`config.mk`:
```
export PLATFORM = sky130hd
export DESIGN_NAME = fsquare
export DESIGN_NICKNAME = d
export VERILOG_FILES = /design/src/rtl/fsquare.sv
export SDC_FILE = /design/constraint.sdc
export NUM_CORES = 1
export LEC_CHECK = 0
export CORE_AREA = 2 2 223 225
export DETAILED_ROUTE_END_ITERATION = 10
export DIE_AREA = 0 0 225 227
export PLACE_DENSITY = 0.6
export SLEW_MARGIN = 15
export SYNTH_ARGS = -nofsm -noshare
export SYNTH_HDL_FRONTEND = slang
export SYNTH_SLANG_ARGS = --single-unit
```
`constraint.sdc`:
```
create_clock -name clk -period 18 [get_ports clk]
set_input_delay 3.6 -clock clk [delete_from_list [all_inputs] [get_ports clk]]
set_output_delay 3.6 -clock clk [all_outputs]
set_load 0.02 [all_outputs]
```
`src/rtl/fsquare.sv`:
```
`default_nettype none
// ============================================================================
//  Module   : fsquare
//  Purpose  : Three-stage pipelined IEEE-754 single-precision squarer (y = x*x)
//             with valid/ready handshake on both sides. Denormals flush to
//             zero, rounding is round-to-nearest-even, and the sign is always 0.
//  Options  : FSQUARE_FLAGS_EN - when defined, adds the registered 3-bit
//             {overflow, underflow, inexact} flags output.
//  Revision : 1.0 - initial release
// ============================================================================
module fsquare (
    input  logic        clk,
    input  logic        rst,
    input  logic [31:0] x,
    input  logic        in_valid,
    output logic        in_ready,
    output logic [31:0] y,
    output logic        out_valid,
    input  logic        out_ready
`ifdef FSQUARE_FLAGS_EN
    ,
    output logic [2:0]  flags
`endif
);

    localparam logic [31:0] c_POS_INF = 32'h7F80_0000;
    localparam logic [31:0] c_QNAN    = 32'h7FC0_0000;
    localparam logic [31:0] c_ZERO    = 32'h0000_0000;

    // ------------------------------------------------------------------
    // Pipeline registers
    // ------------------------------------------------------------------
    logic        r_s1_valid;
    logic [7:0]  r_s1_exp;
    logic [22:0] r_s1_man;

    logic        r_s2_valid;
    logic [7:0]  r_s2_exp;
    logic        r_s2_man_nz;
    logic [47:0] r_s2_prod;

    logic        r_out_valid;
    logic [31:0] r_y;

    // Whole pipe moves as one: it only stalls when a finished result sits
    // unconsumed in the output register.
    logic w_advance;
    assign w_advance = !r_out_valid || out_ready;

    // Reset forces in_ready high so the upstream never sees a stall during reset;
    // the stage registers ignore the input while reset is asserted.
    assign in_ready  = rst || w_advance;
    assign out_valid = r_out_valid;
    assign y         = r_y;

    // ------------------------------------------------------------------
    // S1: unpack the operand; the sign is dropped since x*x is never negative
    // ------------------------------------------------------------------
    // Stage 1 register: capture exponent and fraction on a transfer.
    always_ff @(posedge clk) begin
        if (rst) begin
            r_s1_valid <= 1'b0;
            r_s1_exp   <= 8'd0;
            r_s1_man   <= 23'd0;
        end else if (w_advance) begin
            r_s1_valid <= in_valid;
            if (in_valid) begin
                r_s1_exp <= x[30:23];
                r_s1_man <= x[22:0];
            end
        end
    end

    // ------------------------------------------------------------------
    // S2: 24x24 significand multiply
    // ------------------------------------------------------------------
    logic [23:0] w_sig;
    logic [47:0] w_prod;
    assign w_sig  = {1'b1, r_s1_man};
    assign w_prod = {24'd0, w_sig} * {24'd0, w_sig};

    // Stage 2 register: full 48-bit product plus what S3 needs for specials.
    always_ff @(posedge clk) begin
        if (rst) begin
            r_s2_valid  <= 1'b0;
            r_s2_exp    <= 8'd0;
            r_s2_man_nz <= 1'b0;
            r_s2_prod   <= 48'd0;
        end else if (w_advance) begin
            r_s2_valid <= r_s1_valid;
            if (r_s1_valid) begin
                r_s2_exp    <= r_s1_exp;
                r_s2_man_nz <= |r_s1_man;
                r_s2_prod   <= w_prod;
            end
        end
    end

    // ------------------------------------------------------------------
    // S3: normalize, round, range-check and pack
    // ------------------------------------------------------------------
    logic              w_p47;
    logic [22:0]       w_mant;
    logic              w_guard;
    logic              w_sticky;
    logic              w_round_up;
    logic [23:0]       w_mant_rnd;
    logic              w_carry;
    logic [9:0]        w_exp2;
    logic signed [9:0] w_er;
    logic              w_ovf;
    logic              w_unf;
    logic              w_inexact;
    logic [31:0]       w_y_next;

    // Normalize by 23 or 24 bits, round to nearest-even, then classify the result.
    always_comb begin
        w_p47      = r_s2_prod[47];
        w_mant     = r_s2_prod[45:23];
        w_guard    = r_s2_prod[22];
        w_sticky   = |r_s2_prod[21:0];
        if (w_p47) begin
            w_mant   = r_s2_prod[46:24];
            w_guard  = r_s2_prod[23];
            w_sticky = |r_s2_prod[22:0];
        end
        w_round_up = w_guard & (w_sticky | w_mant[0]);
        w_mant_rnd = {1'b0, w_mant} + {23'd0, w_round_up};
        // A carry out of the fraction means it wrapped to zero: value is 2.0,
        // which is 1.0 with the exponent bumped.
        w_carry    = w_mant_rnd[23];
        w_exp2     = {1'b0, r_s2_exp, 1'b0};
        w_er       = $signed(w_exp2) - 10'sd127
                   + $signed({9'd0, w_p47}) + $signed({9'd0, w_carry});
        w_ovf      = (w_er >= 10'sd255);
        w_unf      = (w_er <= 10'sd0);
        w_inexact  = w_guard | w_sticky;

        w_y_next = c_ZERO;
        if (r_s2_exp == 8'd0) begin
            w_y_next = c_ZERO;
        end else if (r_s2_exp == 8'hFF) begin
            w_y_next = r_s2_man_nz ? c_QNAN : c_POS_INF;
        end else if (w_ovf) begin
            w_y_next = c_POS_INF;
        end else if (w_unf) begin
            w_y_next = c_ZERO;
        end else begin
            w_y_next = {1'b0, w_er[7:0], w_mant_rnd[22:0]};
        end
    end

    // Stage 3 register: the visible result, held while the consumer stalls.
    always_ff @(posedge clk) begin
        if (rst) begin
            r_out_valid <= 1'b0;
            r_y         <= c_ZERO;
        end else if (w_advance) begin
            r_out_valid <= r_s2_valid;
            if (r_s2_valid) begin
                r_y <= w_y_next;
            end
        end
    end

`ifdef FSQUARE_FLAGS_EN
    logic [2:0] w_flags_next;
    logic [2:0] r_flags;

    // Exception flags; the zero/denormal/inf/NaN input cases report nothing.
    always_comb begin
        w_flags_next = 3'b000;
        if (r_s2_exp != 8'd0 && r_s2_exp != 8'hFF) begin
            if (w_ovf) begin
                w_flags_next = 3'b101;
            end else if (w_unf) begin
                w_flags_next = 3'b011;
            end else begin
                w_flags_next = {2'b00, w_inexact};
            end
        end
    end

    // Flags register, updated in lockstep with y.
    always_ff @(posedge clk) begin
        if (rst) begin
            r_flags <= 3'b000;
        end else if (w_advance && r_s2_valid) begin
            r_flags <= w_flags_next;
        end
    end

    assign flags = r_flags;
`endif

endmodule
`default_nettype wire

```
# ---- Yosys cells after proc, flatten, opt, wreduce, memory -nomap -nowiden
# Cells that the tools add are included.
dict set report word_totals {
  regBits 123
  latch_bits 0
  ramBits 0
  mem_bits_ro 0
  inputBits 36
  out_inout_bits 34
  elab_cells 37
  n_memories 0
}
dict set report classes {
  addsub 4
  n_mul 1
  div_mod_pow 0
  magnitude_cmp 2
  eq_ne 1
  n_shift 0
  mux 8
  bitwise 2
  reduce_logical 10
}
# op n
set op_table {}
lappend op_table {{two-way mux 31 bit} 4}
lappend op_table {{multiplier 24 x 24 -> 48 bit} 1}
lappend op_table {{two-way mux 23 bit} 2}
lappend op_table {{OR reduction 23 bit} 2}
lappend op_table {{adder 23 x 1 -> 24 bit} 1}
lappend op_table {{OR reduction 22 bit} 1}
lappend op_table {{adder 10 x 2 -> 10 bit} 2}
lappend op_table {{greater-or-equal comparator 10 x 9 -> 1 bit, second input constant} 1}
lappend op_table {{<= comparator 10 x 1 -> 1 bit, second input constant} 1}
lappend op_table {{subtractor 9 x 7 -> 10 bit, second input constant} 1}
lappend op_table {{equality test 8 bit, second input constant} 1}
lappend op_table {{logical NOT 8 bit} 1}
lappend op_table {{AND reduction 2 bit} 3}
lappend op_table {{logical OR 1 bit} 2}
lappend op_table {{two-way mux 1 bit} 2}
lappend op_table {{bitwise AND 1 bit} 1}
lappend op_table {{logical NOT 1 bit} 1}
lappend op_table {{bitwise OR 1 bit} 1}

# ---- Depth between registers and ports, before layout
# Gate-level depths: netlist of run 1.
dict set report logic_depth {
  word_depth 11
  mapped_depth 28
  mapped_depth_nobuf 26
}

# ---- Least setup slack after synthesis of run 1
# No wires, ideal clock.
dict set report synth_path {
  kind {input to output}
  from {in rst}
  to {out in_ready}
  t_arrival_ns 4.325
  required_ns 14.400
  slack_ns 10.075
  path_stages 3
  n_path_buf 1
  cell_sequence {clkbuf_1 clkinv_1 nand2_1}
}
dict set report synth_between {
  elab_chain_cells 1
}
# item line_no
set synth_lines {}
lappend synth_lines {{from (decl)} 13} ;# input logic rst,
lappend synth_lines {{logical OR 1 bit} 52} ;# assign in_ready = rst || w_advance;
lappend synth_lines {{to (decl)} 16} ;# output logic in_ready,
# Every way passes these cells.

# ---- Final worst setup path of run 1
# Same ends and word-level chain as after synthesis.

==> results.sh, run 1 <==
export IMPL_status="finished, final reports clean"
export IMPL_cts_tree="done"
export IMPL_r2r_start="r_s1_man[0]"
export IMPL_syn_avg_cell_area_um2=8.772
export IMPL_tns_ns=0
export IMPL_portBuffers=67
export IMPL_die_area_um2=51080
export IMPL_synth_flop_cell="dfxtp_1"
export IMPL_crit_required_ns=14.40
export IMPL_yosysTopAreaCell="fa_1"
export IMPL_use_met3_pct=3.575
export IMPL_cp_arrival_ns=5.40
export IMPL_r2r_setup_slack_ns=10.10
export IMPL_wirelength_mm=55.36
export IMPL_power_density_nw_per_um2=56.45
export IMPL_routedWlPerCell_um=17.77
export IMPL_syn_inst=2472
export IMPL_maxCapViolCount=0
export IMPL_setup_violations=0
export IMPL_slew_violations=0
export IMPL_netlist_top_cells_count="605 x inv_1, 423 x fa_1, 333 x nand2_1"
export IMPL_fp_dieH_um=227
export IMPL_clkSinkCount=121
export IMPL_crit_path_cell_trace="buf_2 > clkinv_1 > nand2_1 > clkdlybuf4s50_1"
export IMPL_fillers=4612
export IMPL_cts_resized=0
export IMPL_maxSlewHeadroom_pct=34.71
export IMPL_fin_worst_skew_ns=0.01563
export IMPL_max_slew_worst_pin_slew_ns=0.9793
export IMPL_dr_pass1_iters=5
export IMPL_syn_to_final_growth_pct=8.454
export IMPL_critical_path_class="input port to primary output"
export IMPL_cp_top_family="buffers and inverters"
export IMPL_synth_most_common_cell="inv_1"
export IMPL_grt_max_degree=57
export IMPL_async_reset_ff_share_pct=0
export IMPL_r2r_end="r_s2_prod[41]"
export IMPL_yosys_top_cells_area="fa_1 39%, dfxtp_1 11%, ha_1 11%"
export IMPL_startpoint_type="input port"
export IMPL_numCtsBuffers=17
export IMPL_initial_core_util_pct=44.67
export IMPL_synth_seq_cells=121
export IMPL_fmaxAchievable_ghz=0.1111
export IMPL_synth_top_cell_area_share_pct=39.05
export IMPL_grtUsageTotal_pct=23.30
export IMPL_worstRegToRegCells=26
export IMPL_synthesis_nets=3114
export IMPL_critPathMaxStageDelay_ns=0.63
export IMPL_die_w_um=225
export IMPL_fin_crit_ns=9.002
export IMPL_slowest_stage="clkdlybuf4s50_1"
export IMPL_antenna_found_initial=1
export IMPL_holdWs_ns=0.4415
export IMPL_critPathMaxFanout=26
export IMPL_grt_ovfl_total=0
export IMPL_htreeDepth=4
export IMPL_ioPinCount=70
export IMPL_core_region_area_um2=48550
export IMPL_cts_setup_buffers=0
export IMPL_place_hpwl_mm=43.15
export IMPL_cts_buffer_depth=2
export IMPL_critical_path_buf_inv_count=3
export IMPL_netlist_cell_type_count=86
export IMPL_grt_util_met1_pct=30.65
export IMPL_synth_area_um2=21680
export IMPL_use_met2_pct=40.47
export IMPL_hold_buffers=0
export IMPL_rows=81
export IMPL_synth_warning_count=0
export IMPL_drt_iter0_drc=962
export IMPL_vdd_ir_drop_max_mv=0.06673
export IMPL_grt_pass1_vias=17540
export IMPL_synth_enable_flop_cells=0
export IMPL_clock_root_buffer="clkbuf_16"
export IMPL_finalNetCount=3122
export IMPL_vias_per_cell=5.189
export IMPL_ys_seq_area_share_pct=11.17
export IMPL_p_leak_nw=11.90
export IMPL_final_antenna_net_count=0
export IMPL_min_from="r_s1_exp[6]"
export IMPL_cp_end_kind="primary output"
export IMPL_clk_latency_ns=0.44
export IMPL_grt_pass1_wl_mm=92.46
export IMPL_drc=0
export IMPL_period_share_pct=50.01
export IMPL_clk_pin_slew_ns=0.06
export IMPL_grt_busiest_layer="met2"
export IMPL_hold_viol=0
export IMPL_num_vias=16170
export IMPL_gp_congestion=0.8878
export IMPL_hold_path_cell_count=2
export IMPL_grt_setup_unrepaired="no"
export IMPL_drive_gt1_share_pct=3.891
export IMPL_worstHoldPathType="flop to flop"
export IMPL_hold_end="r_s2_exp[6]"
## power breakdown
group / internal [mW] / leakage (nW) / switching (mW)
Sequential: 0.285 / 0.987 / 0.0259
Combinational: 0.241 / 10.6 / 0.387
Clock: 0.247 / 0.317 / 0.140
Total: 0.774 / 11.9 / 0.553
## cell type report
class / count / area (um^2) / share of cell area, %
Multi-Input combinational cell: 1636 / 16510 / 70.20
Inverter: 612 / 2297 / 9.769
Timing Repair Buffer: 92 / 853.3 / 3.629
Tap cell: 622 / 778.2 / 3.309
Clock buffer: 19 / 432.9 / 1.841
Clock inverter: 13 / 216.5 / 0.9205
Antenna cell: 1 / 2.502 / 0.01064
Sequential cell: 121 / 2426 / 10.32
## stage by stage
stage | utilization (%) | instance area [um^2] | power, mW | worst slack [ns] | std cells
after global placement | 47.08 | 22860 | 0.9324 | 8.984 | 3083
after detailed placement | 47.08 | 22860 | 0.9421 | 9.002 | 3083
after global routing | 48.44 | 23510 | 1.436 | 8.879 | 3115
final | 48.44 | 23520 | 1.328 | 8.998 | 3116
after CTS | 48.42 | 23510 | 1.332 | 9.004 | 3115
after floorplan | - | 21680 | 0.7715 | 10.07 | 2472
## layer usage
metal | up-vias | wire length (um)
li1 | 7592 | -
met1 | 8093 | 24020
met2 | 407 | 27130
met3 | 76 | 2976
met4 | 0 | 1245
met5 | - | 0
## cell families after synthesis
family                     count (synthesis)  share of synthesized area (%)
buffers and inverters                    715                          12.73
AOI/OAI and AO/OA                        330                          9.994
DFF                                      121                          11.17
other                                      1                        0.01729
muxes                                     13                         0.6174
and+or+nand+nor                          624                          13.35
adders and majority gates                606                          49.61
xor gates and xnor gates                  62                          2.504
## cells in the final DEF, fill, tap and decap left out, types with 10 or more instances in the layout
cell type and instances:
nand3_1 20, ha_1 183, fa_1 423, a31oi_1 13, a211oi_1 16, a21o_1 29, xor2_1 26, a21oi_1 140
dfxtp_1 118, clkdlybuf4s50_1 66, xnor2_1 36, nand4_1 18, nor2_1 99, o21ai_0 37, nor4_1 12, a22o_1 16
buf_4 25, a32o_1 12, and2_1 71, inv_1 605, nand2_1 333, mux2i_1 10, clkbuf_16 17
## state kept, by name, summed over array words and instances, names as in the netlist
register	flops
r_s2_prod	47
out_valid	1
r_s1_exp	8
r_s1_valid	1
r_s2_valid	1
y	31
r_s2_exp	8
r_s2_man_nz	1
r_s1_man	23
## worst register-to-register path, cell delays in order (launching register included)
cell,delay (ns)
dfxtp_1,0.30
buf_4,0.29
clkinv_1,0.50
nor2_1,0.31
inv_1,0.09
fa_1,0.51
inv_1,0.06
fa_1,0.53
inv_1,0.05
fa_1,0.52
fa_1,0.53
inv_1,0.06
fa_1,0.49
fa_1,0.49
inv_1,0.05
fa_1,0.48
inv_1,0.05
ha_1,0.37
and4_1,0.26
and3_1,0.19
a211oi_1,0.34
nand4b_1,0.29
a21boi_1,0.31
o21ai_1,0.16
a221oi_2,0.27
xor2_1,0.21
o21ai_1,0.07
## worst max path at each step
stage          start  endpoint  slack [ns]  cells past startpoint
2_1_floorplan    rst  in_ready       10.07                      3
3_3_place_gp     rst  in_ready        8.98                      4
3_5_place_dp     rst  in_ready        9.00                      4
4_1_cts          rst  in_ready        9.00                      4
5_1_grt          rst  in_ready        8.88                      4
6_report         rst  in_ready        9.00                      4
(Power assumes the default switching activity.)
==> inputs of run 2 (changes only) <==
==> constraint.sdc (replaced) <==
create_clock -name clk -period 9.23 [get_ports clk]
set_input_delay 1.846 -clock clk [delete_from_list [all_inputs] [get_ports clk]]
set_output_delay 1.846 -clock clk [all_outputs]
set_load 0.02 [all_outputs]
==> run 2 against run 1 <==
Compared with the run above: non-clock buffer count is 11 higher; worst setup slack worse by 7.6 ns; flip-flop and latch count stayed put; register-to-register slack worse by 8.7 ns; first-iteration DRC count is 10% lower; hold slack better by 0.0083 ns; critical endpoint is now r_s2_prod[44]; routed wire length is 0.52% higher; die area stayed put; final cell count is 0.35% higher; core utilization is 0.064 points higher.
==> results.sh, run 2 (synthesis results as in run 1) <==
export IMPL_critPathMaxStageDelay_ns=0.88
export IMPL_initial_core_util_pct=44.67
export IMPL_netSwitchingFraction_pct=42.95
export IMPL_drt_iter0_drc=861
export IMPL_min_from="r_s1_exp[1]"
export IMPL_cts_tree="done"
export IMPL_setup_violations=0
export IMPL_p_int_mw=1.442
export IMPL_pwr_share_clk_pct=27.4
export IMPL_worstRegToRegCells=24
export IMPL_slew_violations=0
export IMPL_r2r_start="r_s1_man[2]"
export IMPL_critical_path_class="flop to flop"
export IMPL_clk_latency_ns=0.44
export IMPL_final_antenna_net_count=0
export IMPL_max_slew_worst_pin_slew_ns=1.131
export IMPL_status="finished, final reports clean"
export IMPL_fin_worst_skew_ns=0.01519
export IMPL_power_combinational_fraction_pct=47.9
export IMPL_worstHoldPathType="flop to flop"
export IMPL_crit_path_cell_trace="inv_1 > buf_4 > nor2_1 > fa_1 > fa_1 > fa_1 > inv_1 > fa_1 > inv_1 > fa_1 > fa_1 > inv_1 > fa_1 > inv_1 > ha_1 > a211oi_1 > o21bai_1 > nor2_1 > a211oi_1 > o2111ai_1 > nor3_2 > nor3_2 > or4_1 > o211ai_1"
export IMPL_grt_busiest_layer="met2"
export IMPL_vdd_ir_drop_max_mv=0.1361
export IMPL_r2r_setup_slack_ns=1.43
export IMPL_die_area_um2=51080
export IMPL_largest_register_ff_count=47
export IMPL_cp_top_family="adder cells"
export IMPL_dr_pass1_iters=5
export IMPL_fp_dieH_um=227
export IMPL_die_w_um=225
export IMPL_gp_congestion=0.8870
export IMPL_p_seq_share_pct=24.7
export IMPL_stdcell_count=3127
export IMPL_num_vias=16220
export IMPL_vias_per_cell=5.187
export IMPL_top_register="r_s2_prod"
export IMPL_critical_path_buf_inv_count=6
export IMPL_hold_buffers=0
export IMPL_core_region_area_um2=48550
export IMPL_grt_max_degree=81
export IMPL_grt_util_met1_pct=30.29
export IMPL_power_density_nw_per_um2=107.4
export IMPL_cp_end_kind="flop"
export IMPL_final_common_cell="inv_1"
export IMPL_ioPinCount=70
export IMPL_cp_arrival_ns=8.15
export IMPL_critPathMaxFanout=15
export IMPL_grt_ovfl_total=0
export IMPL_place_hpwl_mm=45.04
export IMPL_maxCapViolCount=0
export IMPL_cts_resized=0
export IMPL_r2r_end="r_s2_prod[44]"
export IMPL_placed_cells=3094
export IMPL_numCtsBuffers=17
export IMPL_crit_required_ns=9.58
export IMPL_syn_to_final_growth_pct=8.598
export IMPL_maxSlewHeadroom_pct=24.49
export IMPL_p_switching_mw=1.086
export IMPL_holdWs_ns=0.4498
export IMPL_hold_end="r_s2_exp[1]"
export IMPL_htreeDepth=4
export IMPL_cts_buffer_depth=2
export IMPL_rows=81
export IMPL_routedWlPerCell_um=17.80
export IMPL_wirelength_mm=55.65
export IMPL_portBuffers=67
export IMPL_cts_setup_buffers=0
export IMPL_hold_viol=0
export IMPL_fin_crit_ns=7.800
export IMPL_antenna_found_initial=0
export IMPL_grt_pass1_vias=17700
export IMPL_use_met2_pct=41.14
export IMPL_grt_setup_unrepaired="no"
export IMPL_finalNetCount=3133
export IMPL_tns_ns=0
export IMPL_period_share_pct=84.51
export IMPL_fmaxAchievable_ghz=0.1282
export IMPL_slowest_stage="dfxtp_1"
export IMPL_final_cell_mix="605 x inv_1, 423 x fa_1, 333 x nand2_1"
export IMPL_totalPowerFinal_mw=2.528
export IMPL_p_leak_nw=11.92
export IMPL_clkSinkCount=121
export IMPL_grtUsageTotal_pct=23.24
export IMPL_hold_path_cell_count=2
export IMPL_startpoint_type="flop"
export IMPL_drive_gt1_share_pct=4.353
export IMPL_grt_pass1_wl_mm=92.32
export IMPL_drc=0
export IMPL_use_met3_pct=3.085
export IMPL_clk_pin_slew_ns=0.06
export IMPL_clock_root_buffer="clkbuf_16"
export IMPL_critical_path_most_common_cell="fa_1"
## run 2: changes by cell type in the layout (fill, tap and decap cells not counted), sizes merged
cell / before / now
buf: 26 / 37
bufinv: 5 / 2
clkbuf: 19 / 18
clkinv: 9 / 6
clkinvlp: 0 / 3
inv: 611 / 615
## run 2: per-stage QoR
stage | util (%) | setup WS (ns) | cell area, um^2
2_1_floorplan | - | 2.335 | 21680
3_3_place_gp | 47.25 | 1.608 | 22940
3_5_place_dp | 47.25 | 1.569 | 22940
4_1_cts | 48.49 | 1.530 | 23540
5_1_grt | 48.50 | 1.083 | 23550
6_report | 48.51 | 1.430 | 23550
## run 2: worst min-delay path, delay by kind of cell (launching register included)
kind | cells | cell delay, ns
AND/OR/NAND/NOR | 1 | 0.05
AO/OA/AOI/OAI | 1 | 0.05
flip-flops | 1 | 0.31
## run 2: layer usage
metal  share of wire, %  routed length [um]  vias up
met5                  0                   0        -
met1                 44               24260     8188
met3                4.1                2299       55
li1                   -                   -     7606
met4                2.0                1102        0
met2                 50               27990      372
## run 2: power groups by stage
stage / registers (mW) / logic (mW) / clock network [mW]
4_1_cts: 0.623 / 1.22 / 0.703
5_1_grt: 0.630 / 1.38 / 0.729
3_3_place_gp: 0.632 / 1.19 / 0
3_5_place_dp: 0.634 / 1.21 / 0
6_report: 0.624 / 1.21 / 0.693
2_1_floorplan: 0.597 / 0.907 / 0
## run 2: area by class of cell
cell class,instances,area [um^2]
sequential,121,2425
multi-input combinational,1636,16510
tap,622,778.2
clock buffer,18,439.2
fill,4615,25000
clock inverter,14,160.2
inverter,612,2297
antenna,1,2.502
timing repair buffer,103,935.9
## run 2: worst max path at each step
stage	from	endpoint	depth (start not counted)
2_1_floorplan	r_s1_man[2]	r_s2_prod[46]	27
4_1_cts	r_s1_man[13]	r_s2_prod[44]	22
3_5_place_dp	r_s1_man[13]	r_s2_prod[44]	22
6_report	r_s1_man[2]	r_s2_prod[44]	24
3_3_place_gp	r_s1_man[14]	r_s2_prod[41]	25
5_1_grt	r_s1_man[13]	r_s2_prod[41]	25
